[src/rtl/btn_conditioner_pkg.sv]
// -----------------------------------------------------------------------------
// btn_conditioner_pkg
//   Shared definitions for the push-button conditioner: the per-channel
//   debounce FSM state encoding.
//   No ports (package).
// -----------------------------------------------------------------------------
package btn_conditioner_pkg;

    localparam int BTN_STATE_W = 2;

    typedef enum logic [BTN_STATE_W-1:0] {
        ST_IDLE     = 2'd0,
        ST_DB_PRESS = 2'd1,
        ST_HELD     = 2'd2,
        ST_DB_REL   = 2'd3
    } btn_state_t;

endpackage

[src/rtl/btn_conditioner_channel.sv]
// -----------------------------------------------------------------------------
// btn_conditioner_channel
//   One button channel: 2-flop synchroniser, debounce FSM, auto-repeat timer
//   and (optionally) a long-press hold timer. All outputs are registered.
//
//   Optional feature macro: BTN_LONGPRESS_EN
//     defined   -> hold counter built, o_long_press pulses once per hold
//     undefined -> no hold counter, o_long_press tied 0
//
// Ports
//   i_clk        in  1  system clock
//   i_rst_n      in  1  asynchronous active-low reset
//   i_btn        in  1  raw asynchronous button, active-high
//   o_dpb        out 1  debounced level
//   o_press      out 1  1-cycle pulse on accepted press
//   o_release    out 1  1-cycle pulse on accepted release
//   o_rpt        out 1  pulse on press, then auto-repeat while held
//   o_long_press out 1  1-cycle pulse when the hold reaches LONG_CYCLES
// -----------------------------------------------------------------------------
module btn_conditioner_channel #(
    parameter int unsigned CNT_W       = 28,
    parameter int unsigned DEB_CYCLES  = 2**20,
    parameter int unsigned RPT_FIRST   = 2**24,
    parameter int unsigned RPT_PERIOD  = 2**22,
    parameter int unsigned LONG_CYCLES = 2**26,
    parameter bit          RPT_EN      = 1'b1
) (
    input  logic i_clk,
    input  logic i_rst_n,
    input  logic i_btn,
    output logic o_dpb,
    output logic o_press,
    output logic o_release,
    output logic o_rpt,
    output logic o_long_press
);
    import btn_conditioner_pkg::*;

    localparam logic [CNT_W-1:0] DEB_LAST    = CNT_W'(DEB_CYCLES - 1);
    localparam logic [CNT_W-1:0] FIRST_LAST  = CNT_W'(RPT_FIRST - 1);
    localparam logic [CNT_W-1:0] PERIOD_LAST = CNT_W'(RPT_PERIOD - 1);

    // Counters stop at all-ones instead of wrapping.
    function automatic logic [CNT_W-1:0] sat_inc(input logic [CNT_W-1:0] v);
        return (v == {CNT_W{1'b1}}) ? v : v + CNT_W'(1);
    endfunction

    btn_state_t       r_state;
    logic             r_s1;
    logic             r_s2;
    logic [CNT_W-1:0] r_deb_cnt;
    logic [CNT_W-1:0] r_rpt_cnt;
    logic             r_rpt_after_first;
    logic             r_dpb;
    logic             r_press;
    logic             r_release;
    logic             r_rpt;

    always_ff @(posedge i_clk or negedge i_rst_n) begin
        if (!i_rst_n) begin
            r_s1              <= 1'b0;
            r_s2              <= 1'b0;
            r_state           <= ST_IDLE;
            r_deb_cnt         <= '0;
            r_rpt_cnt         <= '0;
            r_rpt_after_first <= 1'b0;
            r_dpb             <= 1'b0;
            r_press           <= 1'b0;
            r_release         <= 1'b0;
            r_rpt             <= 1'b0;
        end else begin
            r_s1      <= i_btn;
            r_s2      <= r_s1;
            r_press   <= 1'b0;
            r_release <= 1'b0;
            r_rpt     <= 1'b0;
            case (r_state)
                ST_IDLE: begin
                    if (r_s2) begin
                        r_state   <= ST_DB_PRESS;
                        r_deb_cnt <= '0;
                    end
                end
                ST_DB_PRESS: begin
                    if (!r_s2) begin
                        r_state <= ST_IDLE;
                    end else if (r_deb_cnt == DEB_LAST) begin
                        r_state           <= ST_HELD;
                        r_dpb             <= 1'b1;
                        r_press           <= 1'b1;
                        r_rpt             <= 1'b1;
                        r_rpt_cnt         <= '0;
                        r_rpt_after_first <= 1'b0;
                    end else begin
                        r_deb_cnt <= sat_inc(r_deb_cnt);
                    end
                end
                ST_HELD: begin
                    if (!r_s2) begin
                        r_state   <= ST_DB_REL;
                        r_deb_cnt <= '0;
                    end
                    // Repeat timer reloads on each pulse; the first interval
                    // is RPT_FIRST, every later one RPT_PERIOD.
                    if (RPT_EN) begin
                        if (r_rpt_cnt == (r_rpt_after_first ? PERIOD_LAST : FIRST_LAST)) begin
                            r_rpt             <= 1'b1;
                            r_rpt_cnt         <= '0;
                            r_rpt_after_first <= 1'b1;
                        end else begin
                            r_rpt_cnt <= sat_inc(r_rpt_cnt);
                        end
                    end
                end
                ST_DB_REL: begin
                    // Repeat timer is frozen here; a glitch returns to HELD
                    // and the schedule resumes where it stopped.
                    if (r_s2) begin
                        r_state <= ST_HELD;
                    end else if (r_deb_cnt == DEB_LAST) begin
                        r_state   <= ST_IDLE;
                        r_dpb     <= 1'b0;
                        r_release <= 1'b1;
                    end else begin
                        r_deb_cnt <= sat_inc(r_deb_cnt);
                    end
                end
                default: r_state <= ST_IDLE;
            endcase
        end
    end

    assign o_dpb     = r_dpb;
    assign o_press   = r_press;
    assign o_release = r_release;
    assign o_rpt     = r_rpt;

`ifdef BTN_LONGPRESS_EN
    localparam logic [CNT_W-1:0] LONG_TGT  = CNT_W'(LONG_CYCLES);
    localparam logic [CNT_W-1:0] LONG_LAST = CNT_W'(LONG_CYCLES - 1);

    logic             w_press_accept;
    logic [CNT_W-1:0] r_long_cnt;
    logic             r_long;

    assign w_press_accept = (r_state == ST_DB_PRESS) && r_s2 && (r_deb_cnt == DEB_LAST);

    // Hold counter runs through HELD and DB_REL and parks at LONG_CYCLES,
    // so the pulse fires only once per hold.
    always_ff @(posedge i_clk or negedge i_rst_n) begin
        if (!i_rst_n) begin
            r_long_cnt <= '0;
            r_long     <= 1'b0;
        end else begin
            r_long <= 1'b0;
            if (w_press_accept) begin
                r_long_cnt <= '0;
            end else if ((r_state == ST_HELD || r_state == ST_DB_REL) &&
                         (r_long_cnt != LONG_TGT)) begin
                r_long_cnt <= sat_inc(r_long_cnt);
                r_long     <= (r_long_cnt == LONG_LAST);
            end
        end
    end

    assign o_long_press = r_long;
`else
    logic w_unused_long;
    assign w_unused_long = |LONG_CYCLES;
    assign o_long_press  = 1'b0;
`endif

endmodule

[src/rtl/btn_conditioner.sv]
// -----------------------------------------------------------------------------
// btn_conditioner
//   N-channel push-button conditioner placed between the board buttons and the
//   game core. Each channel is an independent btn_conditioner_channel.
//
//   Optional feature macro: BTN_LONGPRESS_EN (long-press pulse per channel;
//   when undefined o_long_press is constant 0, port list unchanged).
//
// Ports
//   i_clk        in  1     system clock
//   i_rst_n      in  1     asynchronous active-low reset
//   i_btn        in  N_CH  raw asynchronous buttons, active-high
//   o_dpb        out N_CH  debounced levels
//   o_press      out N_CH  1-cycle pulse on accepted press
//   o_release    out N_CH  1-cycle pulse on accepted release
//   o_rpt        out N_CH  pulse on press, then auto-repeat (RPT_MASK bit set)
//   o_long_press out N_CH  1-cycle pulse once per hold at LONG_CYCLES
// -----------------------------------------------------------------------------
module btn_conditioner
    import btn_conditioner_pkg::*;
#(
    parameter int unsigned     N_CH        = 3,
    parameter int unsigned     CNT_W       = 28,
    parameter int unsigned     DEB_CYCLES  = 2**20,
    parameter int unsigned     RPT_FIRST   = 2**24,
    parameter int unsigned     RPT_PERIOD  = 2**22,
    parameter logic [N_CH-1:0] RPT_MASK    = {N_CH{1'b1}},
    parameter int unsigned     LONG_CYCLES = 2**26
) (
    input  logic            i_clk,
    input  logic            i_rst_n,
    input  logic [N_CH-1:0] i_btn,
    output logic [N_CH-1:0] o_dpb,
    output logic [N_CH-1:0] o_press,
    output logic [N_CH-1:0] o_release,
    output logic [N_CH-1:0] o_rpt,
    output logic [N_CH-1:0] o_long_press
);

    for (genvar gi = 0; gi < N_CH; gi++) begin : g_ch
        btn_conditioner_channel #(
            .CNT_W       (CNT_W),
            .DEB_CYCLES  (DEB_CYCLES),
            .RPT_FIRST   (RPT_FIRST),
            .RPT_PERIOD  (RPT_PERIOD),
            .LONG_CYCLES (LONG_CYCLES),
            .RPT_EN      (RPT_MASK[gi])
        ) u_ch (
            .i_clk        (i_clk),
            .i_rst_n      (i_rst_n),
            .i_btn        (i_btn[gi]),
            .o_dpb        (o_dpb[gi]),
            .o_press      (o_press[gi]),
            .o_release    (o_release[gi]),
            .o_rpt        (o_rpt[gi]),
            .o_long_press (o_long_press[gi])
        );
    end

endmodule

[config.mk]
export PLATFORM = sky130hd
export DESIGN_NAME = btn_conditioner
export DESIGN_NICKNAME = d
export VERILOG_FILES = /design/src/rtl/btn_conditioner_pkg.sv /design/src/rtl/btn_conditioner_channel.sv /design/src/rtl/btn_conditioner.sv
export SDC_FILE = /design/constraint.sdc
export NUM_CORES = 1
export LEC_CHECK = 0
export ABC_AREA = 1
export ABC_CLOCK_PERIOD_IN_PS = 4030
export CORE_MARGIN = 5
export CORE_UTILIZATION = 40
export CTS_BUF_LIST = sky130_fd_sc_hd__clkbuf_16
export DETAILED_ROUTE_END_ITERATION = 10
export PLACE_DENSITY = 0.64
export SYNTH_ARGS = -nofsm -noshare
export SYNTH_HDL_FRONTEND = slang
export SYNTH_SLANG_ARGS = --single-unit
[constraint.sdc]
create_clock -name i_clk -period 4.03 [get_ports i_clk]
set_input_delay 0.6045 -clock i_clk [delete_from_list [all_inputs] [get_ports i_clk]]
set_output_delay 0.6045 -clock i_clk [all_outputs]
set_load 0.02 [all_outputs]
==> flow_summary.yaml <==
setup_path:
  critPathCaptureType: "flop"
  required_ns: 4.38
  cp_max_fo: 55
  timing.rr.start: "g_ch[1].u_ch.r_state[0]"
  ff2ff_path_depth: 7
  crit_arrival_ns: 3.30
  critPathLaunchType: "flop"
  critPathLaunch: "g_ch[1].u_ch.r_state[0]"
  path_class: "flop to flop"
final_layout:
  nNetsFinal: 2097
  final_area_um2: 14380
  drive_gt1_frac: 0.05942
  area_delta_synth_final_pct: 7.323
  nFillCells: 3496
  antenna_cells: 0
  instances_no_fill: 2535
pwr:
  p_leak_nw: 6.202
  vdd_drop_max_uv: 332.0
  power_density_nw_per_um2: 403.2
timing:
  rsz0062_at_grt: "no"
  tns_ns: 0
  worst_pin_slew_ns: 0.9108
  fin_skew_ns: 0.01447
  fin_ws_ns: 1.077
  clock.fmax_mhz: 338.7
  hold_viol_final: 0
  fin_crit_ns: 2.953
  fin_crit_sh: 0.7327
  finalMaxSlewViolations: 0
  slew_headroom: 0.3921
  finalSetupViolations: 0
route:
  dr.pass1.iters: 5
  totalWireLength_um: 31430
  drtAntennaViolNets: 0
  vias: 12450
  wl_per_cell_um: 12.40
  drc: 0
  avgViaCountPerCell: 4.910
  drt_iter0_markers: 814
yosys:
  synth_most_common_cell: "nand2_1"
  synth_edf_count: 0
  synth_top_area_frac: 0.3643
  synth_top_area_cell: "dfrtp_1"
  synthFlopType: "dfrtp_1"
  yosys-top-cells-count: "nand2_1 (828), nor2_1 (345), dfrtp_1 (195)"
  ys_seq_elements: 195
  async_flop_share: 1.000
  synthTopCellsByArea: "dfrtp_1 (36%), nand2_1 (23%), nor2_1 (9.7%), nand3_1 (6.1%), inv_1 (4.5%)"
  avgSynthCellArea_um2: 6.415
  syn-instance-count: 2088
  synth-seq-area-share: 0.3643
  syn-cell-area_um2: 13390
  ys_warn_count: 0
  yosysUniqueCellTypes: 42
clock_tree:
  cts_root_buf: "clkbuf_16"
  cts_tree: "yes"
  clk-insertion-delay-late_ns: 0.46
  cts_buffers: 17
  cts_resized: 0
  cts_buffer_depth: 2
  cts.sinks: 195
  cts_max_level: 4
  path_clk_slew_ns: 0.08
  hold_buffers: 0
  postCtsSetupRepairBufs: 0
floorplan:
  initial_core_util: 0.4025
  die_w_um: 193.0
  die-area_um2: 37250
  num_rows: 67
  io_pins: 20
  die_h_um: 193.0
  design.core.area_um2: 33280
global_route:
  grt_pass1_wl_um: 56010
  antenna_found_initial: 0
  grt_max_degree: 86
  grt_pass1_vias: 12100
  overflow: 0
  grt_use_total: 0.1777
placed_design:
  placedCellCount: 2503
  gp_congestion: 0.9057
  placed_cell_area_um2: 13810
  place_hpwl_um: 22520
  place_ws_ns: 1.024
  numPortBuffers: 16
run_status:
  outcome: "completed"
flow_run:
  max_cap_viol_count: 0
worst_hold_path:
  hp-class: "primary input to asynchronous set/reset pin"
## worst max-delay path: stages (launching register included)
cell and delay, ns:
dfrtp_1 0.43, inv_1 0.10, ha_1 0.31, inv_1 0.44, o21ai_0 0.22, nor2_1 0.17
nand3_2 0.71, o21ai_0 0.45
## metal layers
layer | wire [um] | vias up | track usage
met3 | 1083 | 39 | 0.03025
met4 | 414 | 0 | 0.04412
met2 | 14580 | 205 | 0.3036
met1 | 15350 | 5682 | 0.2358
li1 | - | 6520 | -
met5 | 0 | - | 0
## final timing paths
check / endpoint / slack, ns
min in group i_clk: g_ch[1].u_ch.r_s2 / 0.37
max: g_ch[1].u_ch.r_deb_cnt[1] / 1.08
min: g_ch[0].u_ch.r_deb_cnt[4] / 0.16
max in group asynchronous: g_ch[0].u_ch.r_rpt_cnt[10] / 2.98
max reg2reg: g_ch[1].u_ch.r_deb_cnt[1] / 1.08
min reg2reg: g_ch[1].u_ch.r_s2 / 0.37
## kinds of logic (layout without fill, tap and decap cells)
logic type / count (synthesis) / in the layout / synth area share
DFF: 195 / 195 / 0.3643
and+or+nand+nor: 1450 / 1450 / 0.4526
AOI/OAI and AO/OA: 160 / 160 / 0.06623
other: 1 / 3 / 0.0002800
xor gates and xnor gates: 38 / 38 / 0.02485
adders and majority gates: 18 / 18 / 0.01681
buffers and inverters: 226 / 223 / 0.07492
## final cells by class
type                    count  area, um2  share of cell area
multi-input cells        1669       7518              0.5230
clock inverters            15      138.9            0.009661
repair buffers             24      225.2             0.01567
inverters                 167      626.9             0.04361
flip-flops and latches    195       4880              0.3395
clock buffers              17      425.4             0.02959
well taps                 448      560.5             0.03899
## metrics by stage
stage          utilization  power (mW)  hold slack, ns
5_1_grt             0.4319       6.227          0.2218
4_1_cts             0.4319       5.891          0.1830
6_report            0.4319       5.796          0.1605
3_3_place_gp        0.4150       4.142          0.3400
3_5_place_dp        0.4150       4.177          0.3584
2_1_floorplan            -       3.884          0.3089
## sequential cells by signal, summed over array words and instances (netlist names), named ones only
name                         flops
g_ch.u_ch.o_dpb                  3
g_ch.u_ch.o_press                3
g_ch.u_ch.o_release              3
g_ch.u_ch.o_rpt                  3
g_ch.u_ch.r_deb_cnt             84
g_ch.u_ch.r_rpt_after_first      3
g_ch.u_ch.r_rpt_cnt             84
g_ch.u_ch.r_s1                   3
g_ch.u_ch.r_s2                   3
g_ch.u_ch.r_state                3
## power by group
part	total, mW	switching [mW]	internal, mW
Combinational	1.97	1.56	0.407
Clock	1.69	0.867	0.822
Sequential	2.14	0.0997	2.04
## cells in the final DEF, fill, tap and decap left out, types with 8 or more instances in the layout
cell type,synthesis,routed
nand2_2,14,14
o21ai_0,87,87
buf_4,16,8
nor3_1,17,17
inv_1,159,160
ha_1,18,18
inv_2,8,8
xnor2_1,19,19
o21ai_2,10,10
xor2_1,19,19
nand4_1,22,22
clkbuf_16,0,17
or2_2,20,20
clkdlybuf4s50_1,0,15
nand2_1,828,828
nor2_4,8,8
nor2_1,345,345
nand3_1,163,163
dfrtp_1,195,195
o21ai_1,23,23
nor2_2,9,9
a21oi_1,21,21
No activity file was read; power rests on OpenSTA's default activity.
